[config.mk]
export PLATFORM = sky130hd
export DESIGN_NAME = fifo_burst_reader
export DESIGN_NICKNAME = d
export VERILOG_FILES = /design/src/rtl/fifo_burst_reader.sv
export SDC_FILE = /design/constraint.sdc
export NUM_CORES = 1
export LEC_CHECK = 0
export ABC_AREA = 1
export BUFFER_PORTS_ARGS = -buffer_cell sky130_fd_sc_hd__buf_2
export CAP_MARGIN = 10
export CORE_MARGIN = 2
export CORE_UTILIZATION = 55
export CTS_CLUSTER_SIZE = 8
export DETAILED_ROUTE_END_ITERATION = 16
export PLACE_DENSITY = 0.75
export SLEW_MARGIN = 20
export SYNTH_ARGS = -nofsm -noshare
export SYNTH_HDL_FRONTEND = slang
export SYNTH_SLANG_ARGS = --single-unit
[constraint.sdc]
create_clock -name clk -period 3.05 [get_ports clk]
set_input_delay 0 -clock clk [delete_from_list [all_inputs] [get_ports clk]]
set_output_delay 0 -clock clk [all_outputs]
set_load 0.01 [all_outputs]
[src/rtl/fifo_burst_reader.sv]
// Read-side burst controller for the synchronous FIFO: drains len words and
// streams them on a valid/ready port through a 2-entry skid buffer.
module fifo_burst_reader #(
    parameter int WIDTH     = 8,
    parameter int LEN_WIDTH = 4
) (
    input  logic                 clk,
    input  logic                 rst,
    input  logic                 start,
    input  logic [LEN_WIDTH-1:0] len,
    output logic                 busy,
    output logic                 done,
    input  logic                 fifo_empty,
    output logic                 fifo_rd_en,
    input  logic [WIDTH-1:0]     fifo_rdata,
    output logic                 m_valid,
    output logic [WIDTH-1:0]     m_data,
    input  logic                 m_ready
);

    typedef enum logic [1:0] {IDLE, READ, DRAIN, DONE} state_t;

    state_t               state, state_next;
    logic [LEN_WIDTH-1:0] issue_cnt, issue_next;
    logic [LEN_WIDTH-1:0] out_cnt, out_next;
    logic [1:0]           occ, occ_next, remaining;
    logic                 in_flight;
    logic [WIDTH-1:0]     ent0, ent1, ent0_next, ent1_next;
    logic                 pop;
    logic [2:0]           committed;

    assign m_valid = (occ != 2'd0);
    assign m_data  = ent0;
    assign pop     = m_valid && m_ready;
    assign busy    = (state != IDLE);
    assign done    = (state == DONE);

    // Entries already held or on their way, minus the one leaving now; a new
    // read is only allowed if its word is guaranteed a slot.
    assign committed  = {1'b0, occ} + {2'b00, in_flight} - {2'b00, pop};
    assign fifo_rd_en = (state == READ) && (issue_cnt != '0) && !fifo_empty
                        && (committed < 3'd2);

    // NOTE: every variable gets a default before any branch so that no path
    // leaves it unassigned, which would otherwise infer a latch.
    always_comb begin
        state_next = state;
        issue_next = issue_cnt;
        out_next   = out_cnt;
        if (pop && out_cnt != '0)
            out_next = out_cnt - 1'b1;
        if (fifo_rd_en)
            issue_next = issue_cnt - 1'b1;
        case (state)
            IDLE: begin
                if (start) begin
                    issue_next = len;
                    out_next   = len;
                    state_next = (len == '0) ? DONE : READ;
                end
            end
            READ:    if (issue_next == '0) state_next = DRAIN;
            DRAIN:   if (out_next == '0) state_next = DONE;
            DONE:    state_next = IDLE;
            default: state_next = IDLE;
        endcase
    end

    // Head always lives in ent0; a pop shifts ent1 forward and the arriving
    // word lands in the first free slot after that shift.
    always_comb begin
        ent0_next = ent0;
        ent1_next = ent1;
        remaining = occ - {1'b0, pop};
        if (pop)
            ent0_next = ent1;
        if (in_flight) begin
            if (remaining == 2'd0)
                ent0_next = fifo_rdata;
            else
                ent1_next = fifo_rdata;
        end
        occ_next = remaining + {1'b0, in_flight};
    end

    // NOTE: state uses non-blocking assignments so every register samples the
    // pre-edge values computed above, independent of statement order.
    always_ff @(posedge clk or negedge rst) begin
        if (!rst) begin
            state     <= IDLE;
            issue_cnt <= '0;
            out_cnt   <= '0;
            occ       <= 2'd0;
            in_flight <= 1'b0;
        end else begin
            state     <= state_next;
            issue_cnt <= issue_next;
            out_cnt   <= out_next;
            occ       <= occ_next;
            in_flight <= fifo_rd_en;
        end
    end

    // NOTE: the buffer entries are reset because ent0 drives m_data directly
    // and m_data must read 0 while reset is asserted.
    always_ff @(posedge clk or negedge rst) begin
        if (!rst) begin
            ent0 <= '0;
            ent1 <= '0;
        end else begin
            ent0 <= ent0_next;
            ent1 <= ent1_next;
        end
    end

endmodule

==> results, run 1 <==
- The run finished with clean final reports.
- The count of buffers from port buffering is 28.
- The via count of the first global-routing pass is roughly 1.3k.
- The number of primary I/O pins is 29.
- The slowest stage cell on the critical path is sky130_fd_sc_hd__fa_1.
- The total overflow left after global routing is 0.
- The most numerous cell type found on the critical path is sky130_fd_sc_hd__nand2_1.
- The net count reported at finish is approximately 280.
- The routed wire length is 3116 µm.
- After floorplanning, the core was sized to cover 2978 µm².
- The average cell area after synthesis is roughly 8.1 µm².
- The number of antenna diodes in the final layout is 0.
- The critical path is of the reg -> reg type.
- The clock arrives with 0.006338 ns of skew.
- For this run, the top clock speed supported by timing is 0.3904 GHz.
- The number of antenna violations at the first check in global routing is 0.
- The xor/xnor share of the synthesized area is 1.566%.
- Across the VDD grid, the largest voltage drop is approximately 0.00047 V.
- Compared with the post-synthesis result, the final layout area differs by 20.66%.
- Data on the critical path is required at its endpoint by approximately 3.3 ns.
- The capture point of the worst path is state[1].
- The number of violations reported at the end of detailed-routing iteration 0 is 37.
- For this run, the number of Yosys warnings is 0.
- Setup violations remaining at the end of the flow were counted as 0.
- The largest area contributor in the synthesized netlist is sky130_fd_sc_hd__dfrtp_1.
- Cells with a size suffix above 1 make up between 20% and 30% of the layout.
- Of the total synthesized cell area, the portion taken by full adders, half adders and majority gates is slightly below 8%.
- The clock share of power is between 10 and 15%.
- The reg-to-reg endpoint is state[1].
- The global placement routability congestion is around 0.88.
- After synthesis, the largest area contributor takes up a little over two fifths of total cell area.
- Summed over all nets, the switching power comes to about 0.81 mW.
- The synthesized design contains 0 enable-type register cells.
- The count of H-tree levels built during CTS is 2.
- The worst register-to-register path has a setup slack of slightly below 0.5 ns.
- The sum of internal, switching and leakage power is ~1.9 mW.
- The final-layout worst hold slack is about 0.017 ns.
- The most numerous cell in the Yosys netlist is sky130_fd_sc_hd__nand2_1.
- The post-place setup slack is about 0.26 ns.
- Setup repair after global routing left no endpoint under its margin.
- The power per cell area is 932.4 nW/µm².
- Synthesis handed over a netlist of 208 instances.
- Tracing the worst setup path back leads to its startpoint at occ[1].
- The via count is approximately 1.4k.
- The type of the tightest min-delay check is in -> reg.
- In this run the critical register-to-register path is launched from occ[1].
- The number of DRC violations after detailed routing is 0.
- The longest clock path from root to sink contains 2 buffers.
- Sorting the synthesized cells by area gives the leading types as sky130_fd_sc_hd__dfrtp_1 43%, sky130_fd_sc_hd__nand2_1 13%, sky130_fd_sc_hd__ha_1 6.7%.
- The cell at the root of the clock tree is sky130_fd_sc_hd__clkbuf_4.
- Global routing consumed, over all layers together, 20.38% of the routing resources.
- The number of cell rows is 20.
- The kind of end point of the critical path is a register.
- The CTS sink count is 29.
- The post-cts resize count is 0.
- The final count of pins violating max slew came to 0.
- The post-detailed-route wirelength per cell is roughly 11 µm.
- The post-synthesis async set-or-reset flop share is 100.0%.
- Entering global routing, the biggest net connects 30 pins.
- The signal on the critical path passes through nor2_2 > nor2_4 > clkinv_1 > nor2_1 > o21ai_0 > fa_1 > nand3_1 > nor2_2 > nand2_2 > nand2_1 > nand2_1 > nor2_1 > nand2_1 > nand2_2 > nand2_2 > nand2_1 > nand2_1.
- The die covers 3508 µm².
- The die width is 59.23 µm.
- The total of max-cap violations is 0.
- In this run switching power makes up between 40% and 50% of total power.
- The worst path meets setup with ~0.49 ns of slack.
- The largest stage delay on the critical path is between 0.5 and 0.6 ns.
- The clock reaches the later pin of the worst-skew pair after between 0.3 and 0.4 ns.
- The worst path in the final design needs a cycle of about 2.6 ns, including I/O delays and setup.
- In this run the static leakage power is about 1.1 nW.
- In this run the vertical extent of the chip is slightly below 60 µm.
- In this run, synthesis produced a sequential element count of 29.
- Yosys mapped the design onto 23 distinct sky130hd cell types.
- The simple-gate portion of the synthesized area is between 20 and 30%.
- The iteration count of the initial detailed-routing pass is 5.
- The slew at the pin closest to its max-slew limit is 0.6282 ns.
- Buffers inserted during clock tree synthesis total 5.
- Sequential cells account for 37.1% of the total power.
- The cell count after placement is approximately 270.
- The worst path uses 83.98% of the clock period.
- The number of failing hold endpoints at the final stage was 0.
- Using the TritonRoute via totals, the vias-per-cell ratio works out to slightly below 5.
- The arrival time at the worst endpoint is 2.78 ns.
- The synthesized netlist devotes between 7 and 8% of its cell area to compound gates.
- The internal power is 1.076 mW.
- The top flip-flop cell by instance count after synthesis is sky130_fd_sc_hd__dfrtp_1.
- Of all nets on the critical path, the largest fanout is 5.
- After synthesis, the most frequently instantiated cells are 58 x sky130_fd_sc_hd__nand2_1, 29 x sky130_fd_sc_hd__dfrtp_1, 29 x sky130_fd_sc_hd__inv_1.
- The launching element type of the critical path is a register.
- The setup TNS is 0 ns.
- Once layout is complete, the cells apart from fillers number ~290.
- After synthesis, the largest family of logic cells by area is simple AND/OR/NAND/NOR gates.
- The net count after synthesis is 235.
- The tightest slew margin relative to the limit is between 50% and 60%.
- TritonCTS built the clock tree.
- The synthesized cell area is ~1700 µm².
- After synthesis, the share of cell area in mux cells is ~5.4%.
- The global-route wire length before repair is approximately 5400 µm.
- The worst register-to-register path has a depth of 17.
- The post-detailed-placement half-perimeter wirelength is about 2300 µm.
- The post-detailed-route count of antenna-violating nets is 0.
- Summing the sequential cell areas from Yosys gives between 40% and 50% of the chip area.
- Clock-pin slew was measured on the worst setup and hold paths at approximately 0.090 ns.
- The initial core utilization is between 50 and 60%.
- The share of total power dissipated in combinational logic is between 50 and 60%.
-- layout by cell type (no fill, tap or decap), types with 5 or more instances in the layout --
| cell type | count |
|---|---|
| sky130_fd_sc_hd__dlygate4sd3_1 | 10 |
| sky130_fd_sc_hd__nor2_1 | 24 |
| sky130_fd_sc_hd__buf_2 | 28 |
| sky130_fd_sc_hd__dfrtp_1 | 29 |
| sky130_fd_sc_hd__inv_1 | 29 |
| sky130_fd_sc_hd__a31oi_1 | 8 |
| sky130_fd_sc_hd__nand2_1 | 58 |
| sky130_fd_sc_hd__mux2_2 | 8 |
| sky130_fd_sc_hd__clkbuf_4 | 5 |
| sky130_fd_sc_hd__nand2_2 | 5 |
| sky130_fd_sc_hd__o21ai_0 | 9 |
| sky130_fd_sc_hd__ha_1 | 9 |
| sky130_fd_sc_hd__nand3_1 | 9 |
-- timing repair --
action	in CTS	in global routing
hold buffers	10	0
hold endpoints to repair	46	0
setup buffers	0	3
setup endpoints to repair	0	2
-- how the worst min path moves through the flow --
stage	start	end	slack, ns	cells past startpoint
2_1_floorplan	rst	ent1[0]	-0.30	0
3_3_place_gp	rst	m_data[5]	0.05	1
3_5_place_dp	rst	m_data[5]	0.05	1
4_1_cts	len[0]	state[1]	0.01	4
5_1_grt	len[0]	state[1]	0.04	4
6_report	len[3]	out_cnt[3]	0.02	5
-- stage by stage --
step                      util, %  area (µm²)
after floorplan                 -        1678
after global placement      62.14        1851
after detailed placement    62.14        1851
after CTS                   67.23        2002
after global routing        67.98        2024
final                       67.98        2024
-- sequential cells by signal (all words and copies together) (netlist names) --
name,cells
ent1,8
m_data,8
issue_cnt,4
out_cnt,4
occ,2
state,2
in_flight,1
-- routing by layer --
metal	track usage [%]	wire, µm	vias to the layer above
met5	0	0	-
met4	7.468	64	0
met3	6.114	98	8
met2	31.71	1447	22
met1	26.84	1506	633
li1	-	-	751
-- area by class of cell --
| class | count | area [µm²] |
|---|---|---|
| Clock buffer | 6 | 41.29 |
| Sequential cell | 29 | 725.7 |
| Multi-Input combinational cell | 147 | 823.3 |
| Inverter | 30 | 112.6 |
| Timing Repair Buffer | 42 | 270.3 |
| Clock inverter | 2 | 10.01 |
| Tap cell | 33 | 41.29 |
| Fill cell | 248 | 953.4 |
-- power groups by stage --
stage / combinational [mW] / clock, mW / sequential (mW)
after floorplan: 0.712 / 0 / 0.703
after global placement: 0.930 / 0 / 0.706
final: 0.977 / 0.211 / 0.699
after detailed placement: 0.945 / 0 / 0.709
after CTS: 0.963 / 0.222 / 0.701
after global routing: 1.14 / 0.241 / 0.721
-- critical path, delay by kind of cell, from the launching register on --
| family | cells | cell delay (ns) |
|---|---|---|
| buf+inv | 1 | 0.09 |
| compound gates | 1 | 0.12 |
| flops | 1 | 0.47 |
| simple gates | 14 | 1.25 |
| fa+ha+maj | 1 | 0.51 |
-- logic make-up after synthesis --
group	after synthesis
adders and majority gates	10
xor gates and xnor gates	3
AOI/OAI and AO/OA	20
DFF	29
buffers and inverters	32
muxes	8
and+or+nand+nor	106
Power figures use the tool's default switching activity.
==> inputs of run 2 (changes only) <==
- clock period: 3.05 -> 2.6 ns (I/O delays scaled with it)
==> run 2 against run 1 <==
  * Register-to-register slack got worse by 0.23 ns
  * Largest cell class unchanged
  * Cell count rose by 0.35%
  * Fmax rose by 9.6%
  * Critical endpoint unchanged
  * Clock power rose by 86%
==> results, run 2 (same netlist as run 1, synthesis figures left out) <==
- Run status: completed (unchanged).
- The number of buffers created by CTS is 5 (unchanged).
- The via density per instance is 4.966 (was 4.893).
- The post-detailed-placement half-perimeter wirelength is 2332 µm (was 2279 µm).
- The combinational group share of total power is 49.3% (was 51.8%).
- The post-detailed-route wirelength per cell is 11.35 µm (was 10.78 µm).
- The die width is 59.23 µm (unchanged).
- The total of max-cap violations came to 0 (unchanged).
- The hold-critical path depth is 4 (was 5).
- The vertical extent of the die is 59.23 µm (unchanged).
- The final critical-path share of the clock period is 89.87% (was 83.98%).
- The kind of critical path is reg -> reg (unchanged).
- The area growth from synthesis to layout came to 23.64% (was 20.66%).
- The slowest stage cell on the critical path was sky130_fd_sc_hd__fa_1 (unchanged).
- The clock tree buffer depth came to 2 (unchanged).
- The source-to-sink clock delay at the later pin of the worst-skew pair came to 0.34 ns (was 0.32 ns).
- The via count of the first global-routing pass is 1404 (was 1322).
- The final count of pins violating max slew is 0 (unchanged).
- The post-CTS clock slew at the launch and capture registers of the worst setup and hold paths is 0.09 ns (about the same).
- The number of cell rows is 20 (unchanged).
- The leading cell type in the layout, fill and taps excluded is sky130_fd_sc_hd__nand2_1 (unchanged).
- The leakage dissipation came to 1.114 nW (was 1.095 nW).
- The total overflow reported by the global router is 0 (unchanged).
- The reg-to-reg endpoint is state[1] (unchanged).
- The slew at the pin closest to its max-slew limit was 0.6266 ns (was 0.6282 ns).
- The number of failing hold endpoints at the final stage is 0 (unchanged).
- The tightest slew margin relative to the limit was 58.23% (was 58.12%).
- The largest stage delay on the critical path is 0.50 ns (was 0.51 ns).
- The count of buffers from port buffering is 28 (unchanged).
- The sequential group share of total power came to 34.2% (was 37.1%).
- The initial core utilization is 56.34% (unchanged).
- The total setup violations reported at the end of the flow is 0 (unchanged).
- The origin of the worst min-delay path is len[0] (was len[3]).
- The arrival time at the worst endpoint is 2.57 ns (was 2.78 ns).
- Most used cells in the layout excluding fill and tap cells: 58 x sky130_fd_sc_hd__nand2_1, 29 x sky130_fd_sc_hd__inv_1, 29 x sky130_fd_sc_hd__dfrtp_1 (unchanged).
- The number of antenna violations at the first check in global routing is 0 (unchanged).
- The worst-case hold path end point is issue_cnt[0] (was out_cnt[3]).
- The switching share of total power is 41.20% (was 43.02%).
- The placeable core region is 2978 µm² (unchanged).
- The clock tree from TritonCTS is done (unchanged).
- The slack of the worst reg-to-reg path is 0.26 ns (was 0.49 ns).
- The post-detailed-route count of antenna-violating nets is 0 (unchanged).
- The origin of the critical flop-to-flop path is occ[0] (was occ[1]).
- The number of DRC violations after detailed routing is 0 (unchanged).
- The library cell appearing most often on the critical path is sky130_fd_sc_hd__nand2_1 (unchanged).
- The cell at the root of the clock tree is sky130_fd_sc_hd__clkbuf_4 (unchanged).
- The routed wire length came to 3291 µm (was 3116 µm).
- The iteration count of the initial detailed-routing pass is 4 (was 5).
- The power per cell area is 1146 nW/µm² (was 932.4 nW/µm²).
- The type of the tightest min-delay check is in -> reg (unchanged).
- The via count is 1440 (was 1414).
- The internal power is 1.398 mW (was 1.076 mW).
- The highest achievable clock rate came to 0.4280 GHz (was 0.3904 GHz).
- The ratio of cells with drive above 1 in the final layout is 24.90% (was 23.83%).
- The number of primary I/O pins is 29 (unchanged).
- The net count reported at finish is 283 (was 282).
- The launching element type of the critical path was a register (unchanged).
- The CTS sink count came to 29 (unchanged).
- The highest ir drop seen on vdd is 0.0006010 V (was 0.0004655 V).
- The path depth of the worst reg2reg path is 17 (unchanged).
- The antenna diode count is 0 (unchanged).
- Ordered cell list for the critical path: nor2_2 > nor2_4 > inv_2 > nor2_2 > o21ai_1 > fa_1 > nand3_1 > nor2_2 > nand2_2 > nand2_1 > nand2_1 > nor2_1 > nand2_1 > nand2_2 > nand2_2 > nand2_1 > nand2_1 (was nor2_2 > nor2_4 > clkinv_1 > nor2_1 > o21ai_0 > fa_1 > nand3_1 > nor2_2 > nand2_2 > nand2_1 > nand2_1 > nor2_1 > nand2_1 > nand2_2 > nand2_2 > nand2_1 > nand2_1).
- The least setup slack across all paths after layout was 0.2633 ns (was 0.4885 ns).
- The global-route wire length before repair was 5671 µm (was 5416 µm).
- The kind of end point of the critical path is a register (unchanged).
- The net switching power of the design is 0.9799 mW (was 0.8120 mW).
- The data required time at the worst endpoint is 2.83 ns (was 3.26 ns).
- The clock share of power is 16.5% (was 11.2%).
- The global placement routability congestion was 0.8497 (was 0.8845).
- The largest fanout on the critical path is 6 (was 5).
- The post-layout utilization of the core came to 69.66% (was 67.98%).
- The largest net degree at the start of global routing is 30 (unchanged).
- The global routing usage summed across all routing layers is 21.91% (was 20.38%).
- The floorplan die area is 3508 µm² (unchanged).
- The time the final worst path needs with I/O delays and setup was 2.337 ns (was 2.561 ns).
- The post-place setup slack was 0.1808 ns (was 0.2624 ns).
- The count of buffer and inverter cells on the critical path is 1 (unchanged).
- The family with the most delay on the worst path was simple AND/OR/NAND/NOR gates (unchanged).
- The number of violations reported at the end of detailed-routing iteration 0 is 57 (was 37).
- The worst clock skew is 0.01076 ns (was 0.006338 ns).
- The logic depth of the worst path, buffers included is 17 (unchanged).
- The count of H-tree levels built during CTS is 2 (unchanged).
[run 2: layout make-up]
cell class,count,area (µm²)
timing repair buffer,43,280.3
clock inverter,2,37.54
multi-input combinational,147,825.8
clock buffer,6,51.30
fill,248,903.4
sequential,29,725.7
tap,33,41.29
inverter,30,112.6
[run 2: worst max-delay path by stage]
stage / startpoint / endpoint / slack (ns)
after global placement: occ[0] / state[1] / 0.23
after detailed placement: occ[0] / state[1] / 0.18
final: occ[0] / state[1] / 0.26
after global routing: occ[1] / state[0] / -0.009
after CTS: occ[0] / state[1] / 0.16
after floorplan: occ[1] / state[0] / 0.08
[run 2: worst register-to-register path: stages, from the launching register on]
cell                      delay [ns]
sky130_fd_sc_hd__dfrtp_1        0.38
sky130_fd_sc_hd__nor2_2         0.07
sky130_fd_sc_hd__nor2_4         0.16
sky130_fd_sc_hd__inv_2          0.06
sky130_fd_sc_hd__nor2_2         0.12
sky130_fd_sc_hd__o21ai_1        0.09
sky130_fd_sc_hd__fa_1           0.50
sky130_fd_sc_hd__nand3_1        0.09
sky130_fd_sc_hd__nor2_2         0.14
sky130_fd_sc_hd__nand2_2        0.08
sky130_fd_sc_hd__nand2_1        0.06
sky130_fd_sc_hd__nand2_1        0.06
sky130_fd_sc_hd__nor2_1         0.10
sky130_fd_sc_hd__nand2_1        0.07
sky130_fd_sc_hd__nand2_2        0.08
sky130_fd_sc_hd__nand2_2        0.06
sky130_fd_sc_hd__nand2_1        0.06
sky130_fd_sc_hd__nand2_1        0.05
[run 2: what timing repair did]
action	4_1_cts	5_1_grt
buffers inserted	0	1
setup endpoints to repair	0	2
hold endpoints to repair	48	0
hold buffers	11	0
gates resized for setup	0	3
[run 2: metal layers]
metal  wire, µm  vias up  global-route usage [%]
li1           -      752                       -
met1       1504      649                   27.58
met2       1542       32                   34.07
met3        186        7                   8.734
met4         57        0                   7.792
met5          0        -                       0
[run 2: metrics by stage]
| stage | setup TNS [ns] | power, mW | hold slack [ns] | std cells | cell area [µm²] |
|---|---|---|---|---|---|
| 5_1_grt | -0.008939 | 2.629 | 0.009618 | 290 | 2074 |
| 3_3_place_gp | 0 | 1.943 | 0.05436 | 270 | 1866 |
| 2_1_floorplan | 0 | 1.660 | -0.2956 | 208 | 1678 |
| 4_1_cts | 0 | 2.382 | 0.001942 | 289 | 2064 |
| 6_report | 0 | 2.378 | 0.008735 | 290 | 2074 |
| 3_5_place_dp | 0 | 1.965 | 0.05707 | 270 | 1866 |
[run 2: power groups by stage]
stage / combinational, mW / clock, mW / sequential (mW)
final: 1.17 / 0.392 / 0.813
after global routing: 1.36 / 0.427 / 0.842
after detailed placement: 1.14 / 0 / 0.822
after global placement: 1.13 / 0 / 0.816
after floorplan: 0.835 / 0 / 0.825
after CTS: 1.17 / 0.398 / 0.813
==> inputs of run 3 (changes only) <==
- ABC_AREA: 1 -> unset
- PLACE_DENSITY: 0.75 -> 0.76
==> run 3 against run 2 <==
  * The flow now finishes with violations (design-rule violations)
  * Flip-flop and latch count is the same
  * Critical path depth decreased by 9
  * Sequential power grew 3.9%
  * Combinational power is 10% higher
  * Non-clock buffer count is 2 higher
  * Clock power grew 1%
  * Register-to-register slack got worse by 0.11 ns
  * Wire length increased by 21%
==> results, run 3 <==
- The antenna diode count is 0 (unchanged).
- The largest net degree at the start of global routing is 30 (unchanged).
- The count of buffers from port buffering came to 28 (unchanged).
- The power per cell area came to 1226 nW/µm² (was 1146 nW/µm²).
- The top flip-flop cell by instance count after synthesis is sky130_fd_sc_hd__dfrtp_1 (unchanged).
- The tightest slew margin relative to the limit was 56.28% (was 58.23%).
- The vertical extent of the die was 58.70 µm (was 59.23 µm).
- The largest fanout on the critical path came to 5 (was 6).
- The number of storage elements in the synthesis netlist is 29 (unchanged).
- The final instance area was 2064 µm² (was 2074 µm²).
- The data required time at the worst endpoint is 2.86 ns (was 2.83 ns).
- The area share of the largest cell type after synthesis is 44.11% (was 43.25%).
- The post-detailed-route wirelength per cell came to 16.22 µm (was 11.35 µm).
- The ratio of cells with drive above 1 in the final layout is 28.04% (was 24.90%).
- The setup TNS is 0 ns (unchanged).
- Ordered cell list for the critical path: xor2_1 > nand2_1 > fa_1 > nand3b_1 > nor4_1 > o221ai_2 > a211oi_2 > mux2i_1 (was nor2_2 > nor2_4 > inv_2 > nor2_2 > o21ai_1 > fa_1 > nand3_1 > nor2_2 > nand2_2 > nand2_1 > nand2_1 > nor2_1 > nand2_1 > nand2_2 > nand2_2 > nand2_1 > nand2_1).
- The most numerous cell in the Yosys netlist is sky130_fd_sc_hd__dfrtp_1 (was sky130_fd_sc_hd__nand2_1).
- The number of violations reported at the end of detailed-routing iteration 0 came to 56 (was 57).
- The worst clock skew came to 0.008273 ns (was 0.01076 ns).
- The largest stage delay on the critical path is 0.52 ns (was 0.50 ns).
- The internal power is 1.492 mW (was 1.398 mW).
- The largest area contributor in the synthesized netlist is sky130_fd_sc_hd__dfrtp_1 (unchanged).
- The time the final worst path needs with I/O delays and setup is 2.448 ns (was 2.337 ns).
- The number of DRC violations after detailed routing is 2 (was 0).
- The final critical-path share of the clock period is 94.17% (was 89.87%).
- The synthesized cell area was 1645 µm² (was 1678 µm²).
- The leading cell type in the layout, fill and taps excluded is sky130_fd_sc_hd__dfrtp_1 (was sky130_fd_sc_hd__nand2_1).
- The global-route wire length before repair is 6651 µm (was 5671 µm).
- The global routing usage summed across all routing layers is 26.22% (was 21.91%).
- The slew at the pin closest to its max-slew limit is 0.6557 ns (was 0.6266 ns).
- The die width is 58.70 µm (was 59.23 µm).
- Most used cells in the layout excluding fill and tap cells: 29 x sky130_fd_sc_hd__dfrtp_1, 28 x sky130_fd_sc_hd__buf_2, 25 x sky130_fd_sc_hd__nand2_1 (was 58 x sky130_fd_sc_hd__nand2_1, 29 x sky130_fd_sc_hd__inv_1, 29 x sky130_fd_sc_hd__dfrtp_1).
- The net count after synthesis is 191 (was 235).
- The count of flip-flops with a built-in enable after synthesis was 0 (unchanged).
- The post-layout utilization of the core is 73.60% (was 69.66%).
- The post-place setup slack was 0.06198 ns (was 0.1808 ns).
- The switching share of total power is 41.06% (was 41.20%).
- The highest ir drop seen on vdd came to 0.0006564 V (was 0.0006010 V).
- The routed wire length is 3973 µm (was 3291 µm).
- The cell at the root of the clock tree is sky130_fd_sc_hd__clkbuf_4 (unchanged).
- The least setup slack across all paths after layout was 0.1516 ns (was 0.2633 ns).
- The net switching power of the design came to 1.039 mW (was 0.9799 mW).
- The post-detailed-placement half-perimeter wirelength came to 2625 µm (was 2332 µm).
- The leakage dissipation is 0.9837 nW (was 1.114 nW).
- The global placement routability congestion is 0.9101 (was 0.8497).
- The count of H-tree levels built during CTS is 2 (unchanged).
- The sum of internal, switching and leakage power is 2.531 mW (was 2.378 mW).
- The clock share of power is 15.6% (was 16.5%).
- The arrival time at the worst endpoint is 2.71 ns (was 2.57 ns).
- The placement-stage cell area is 1828 µm² (was 1866 µm²).
- The share of the yosys chip area belonging to registers was 44.11% (was 43.25%).
- The highest achievable clock rate is 0.4084 GHz (was 0.4280 GHz).
- Run status: finished, violations left (was completed).
- The average cell area after synthesis is 10.03 µm² (was 8.067 µm²).
- The final count of pins violating max slew is 0 (unchanged).
- The area growth from synthesis to layout came to 25.48% (was 23.64%).
- The total number of yosys warnings was 0 (unchanged).
- Top post-synthesis cells by count: 29 x sky130_fd_sc_hd__dfrtp_1, 25 x sky130_fd_sc_hd__nand2_1, 15 x sky130_fd_sc_hd__nor2_1 (was 58 x sky130_fd_sc_hd__nand2_1, 29 x sky130_fd_sc_hd__dfrtp_1, 29 x sky130_fd_sc_hd__inv_1).
- The source-to-sink clock delay at the later pin of the worst-skew pair is 0.34 ns (about the same).
- The storage element area was 725.7 µm² (unchanged).
- The net count reported at finish came to 240 (was 283).
- The count of unique library cells instantiated by Yosys is 41 (was 23).
- The floorplan die area is 3445 µm² (was 3508 µm²).
- The post-synthesis instance total is 164 (was 208).
- The kind of end point of the critical path is a register (unchanged).
- The number of fillers in the final layout is 199 (was 248).
- The via density per instance was 5.849 (was 4.966).
- The launching element type of the critical path is a register (unchanged).
- The clock tree from TritonCTS was done (unchanged).
- The type of the tightest min-delay check is in -> reg (unchanged).
- The initial core utilization is 58.65% (was 56.34%).
- The number of buffers created by CTS is 5 (unchanged).
- The via count of the first global-routing pass is 1410 (was 1404).
- The number of cell rows is 19 (was 20).
- The post-detailed-route count of antenna-violating nets is 0 (unchanged).
- The via count was 1433 (was 1440).
- The iteration count of the initial detailed-routing pass was 10 (was 4).
- The slowest stage cell on the critical path is sky130_fd_sc_hd__fa_1 (unchanged).
- The kind of critical path is reg -> reg (unchanged).
- The number of antenna violations at the first check in global routing came to 0 (unchanged).
- The clock tree buffer depth came to 2 (unchanged).
- The total overflow reported by the global router was 0 (unchanged).
- The sequential group share of total power is 33.4% (was 34.2%).
- Leading cell types by total area after synthesis: sky130_fd_sc_hd__dfrtp_1 44%, sky130_fd_sc_hd__ha_1 6.8%, sky130_fd_sc_hd__nand2_1 5.7% (was sky130_fd_sc_hd__dfrtp_1 43%, sky130_fd_sc_hd__nand2_1 13%, sky130_fd_sc_hd__ha_1 6.7%).
- The area occupied by multi-input gates is 873.3 µm² (was 825.8 µm²).
- The number of failing hold endpoints at the final stage came to 0 (unchanged).
- The placeable core region was 2805 µm² (was 2978 µm²).
- The CTS sink count was 29 (unchanged).
- The post-synthesis async set-or-reset flop share is 100.0% (unchanged).
- The combinational group share of total power is 51.0% (was 49.3%).
- The total setup violations reported at the end of the flow is 0 (unchanged).
- The total of max-cap violations came to 0 (unchanged).
- The final reports fail on design-rule violations.
- The post-CTS clock slew at the launch and capture registers of the worst setup and hold paths is 0.10 ns (was 0.09 ns).
- The number of primary I/O pins is 29 (unchanged).
run 3: cell count changes in the layout (fill, tap and decap cells not counted), sizes merged, moves of 4 or more:
cell	before	now
nand3	9	1
o21ai	10	2
inv	30	11
mux2i	0	4
nand2	63	25
xnor2	0	5
nor2	28	15
a21oi	1	7
run 3: final timing paths:
kind | from | end | cells past startpoint | slack, ns
setup / recovery | in_flight | state[1] | 8 | 0.15
hold reg to reg | ent1[7] | ent1[7] | 1 | 0.52
hold / removal | start | issue_cnt[1] | 3 | 0.07
setup reg to reg | in_flight | state[1] | 8 | 0.15
max in group asynchronous | rst | ent1[1] | 2 | 1.94
min in group asynchronous | rst | issue_cnt[1] | 2 | 0.22
run 3: metal layers:
metal,track usage (%),vias up,share of wire (%)
li1,-,675,-
met1,33.43,688,42
met2,42.86,54,50
met3,6.813,16,4.8
met4,10.39,0,3.0
met5,0,-,0
run 3: power by group through the flow:
| stage | logic, mW | clock network [mW] | registers [mW] |
|---|---|---|---|
| 6_report | 1.29 | 0.396 | 0.845 |
| 5_1_grt | 1.43 | 0.429 | 0.870 |
| 4_1_cts | 1.21 | 0.406 | 0.838 |
| 3_5_place_dp | 1.18 | 0 | 0.846 |
| 3_3_place_gp | 1.12 | 0 | 0.825 |
| 2_1_floorplan | 0.858 | 0 | 0.843 |
run 3: critical path, delay by kind of cell, from the launching register on:
kind	cells	cell delay, ns
adder cells (fa/ha/maj)	1	0.52
AND/OR/NAND/NOR	3	0.55
multiplexers	1	0.24
AO/OA/AOI/OAI	2	0.45
XOR/XNOR	1	0.17
flip-flops	1	0.44
run 3: cells by family after synthesis:
family / Yosys count / share of synthesized area, %
AND/OR/NAND/NOR: 60 / 17.41
AO/OA/AOI/OAI: 30 / 14.07
flip-flops: 29 / 44.11
buffers and inverters: 14 / 3.650
multiplexers: 12 / 7.909
adder cells (fa/ha/maj): 10 / 8.061
XOR/XNOR: 9 / 4.791
run 3: cell type report:
cell class,instances,area share (%)
Clock buffer,7,2.667
Clock inverter,1,1.455
Sequential cell,29,35.15
Tap cell,31,1.879
Inverter,11,2.000
Multi-Input combinational cell,121,42.30
Timing Repair Buffer,45,14.55
run 3: metrics by stage:
stage               std cells  hold WS (ns)
CTS                       244       0.01282
global placement          223       0.04806
detailed placement        223       0.06125
floorplan                 164       -0.2956
global route              245       0.07187
finish                    245       0.07397
run 3: repair_timing:
| item | 4_1_cts | 5_1_grt |
|---|---|---|
| buffers inserted | 0 | 1 |
| resized for setup | 0 | 3 |
| setup endpoints to repair | 0 | 3 |
| hold endpoints to repair | 51 | 0 |
| hold buffers | 13 | 0 |
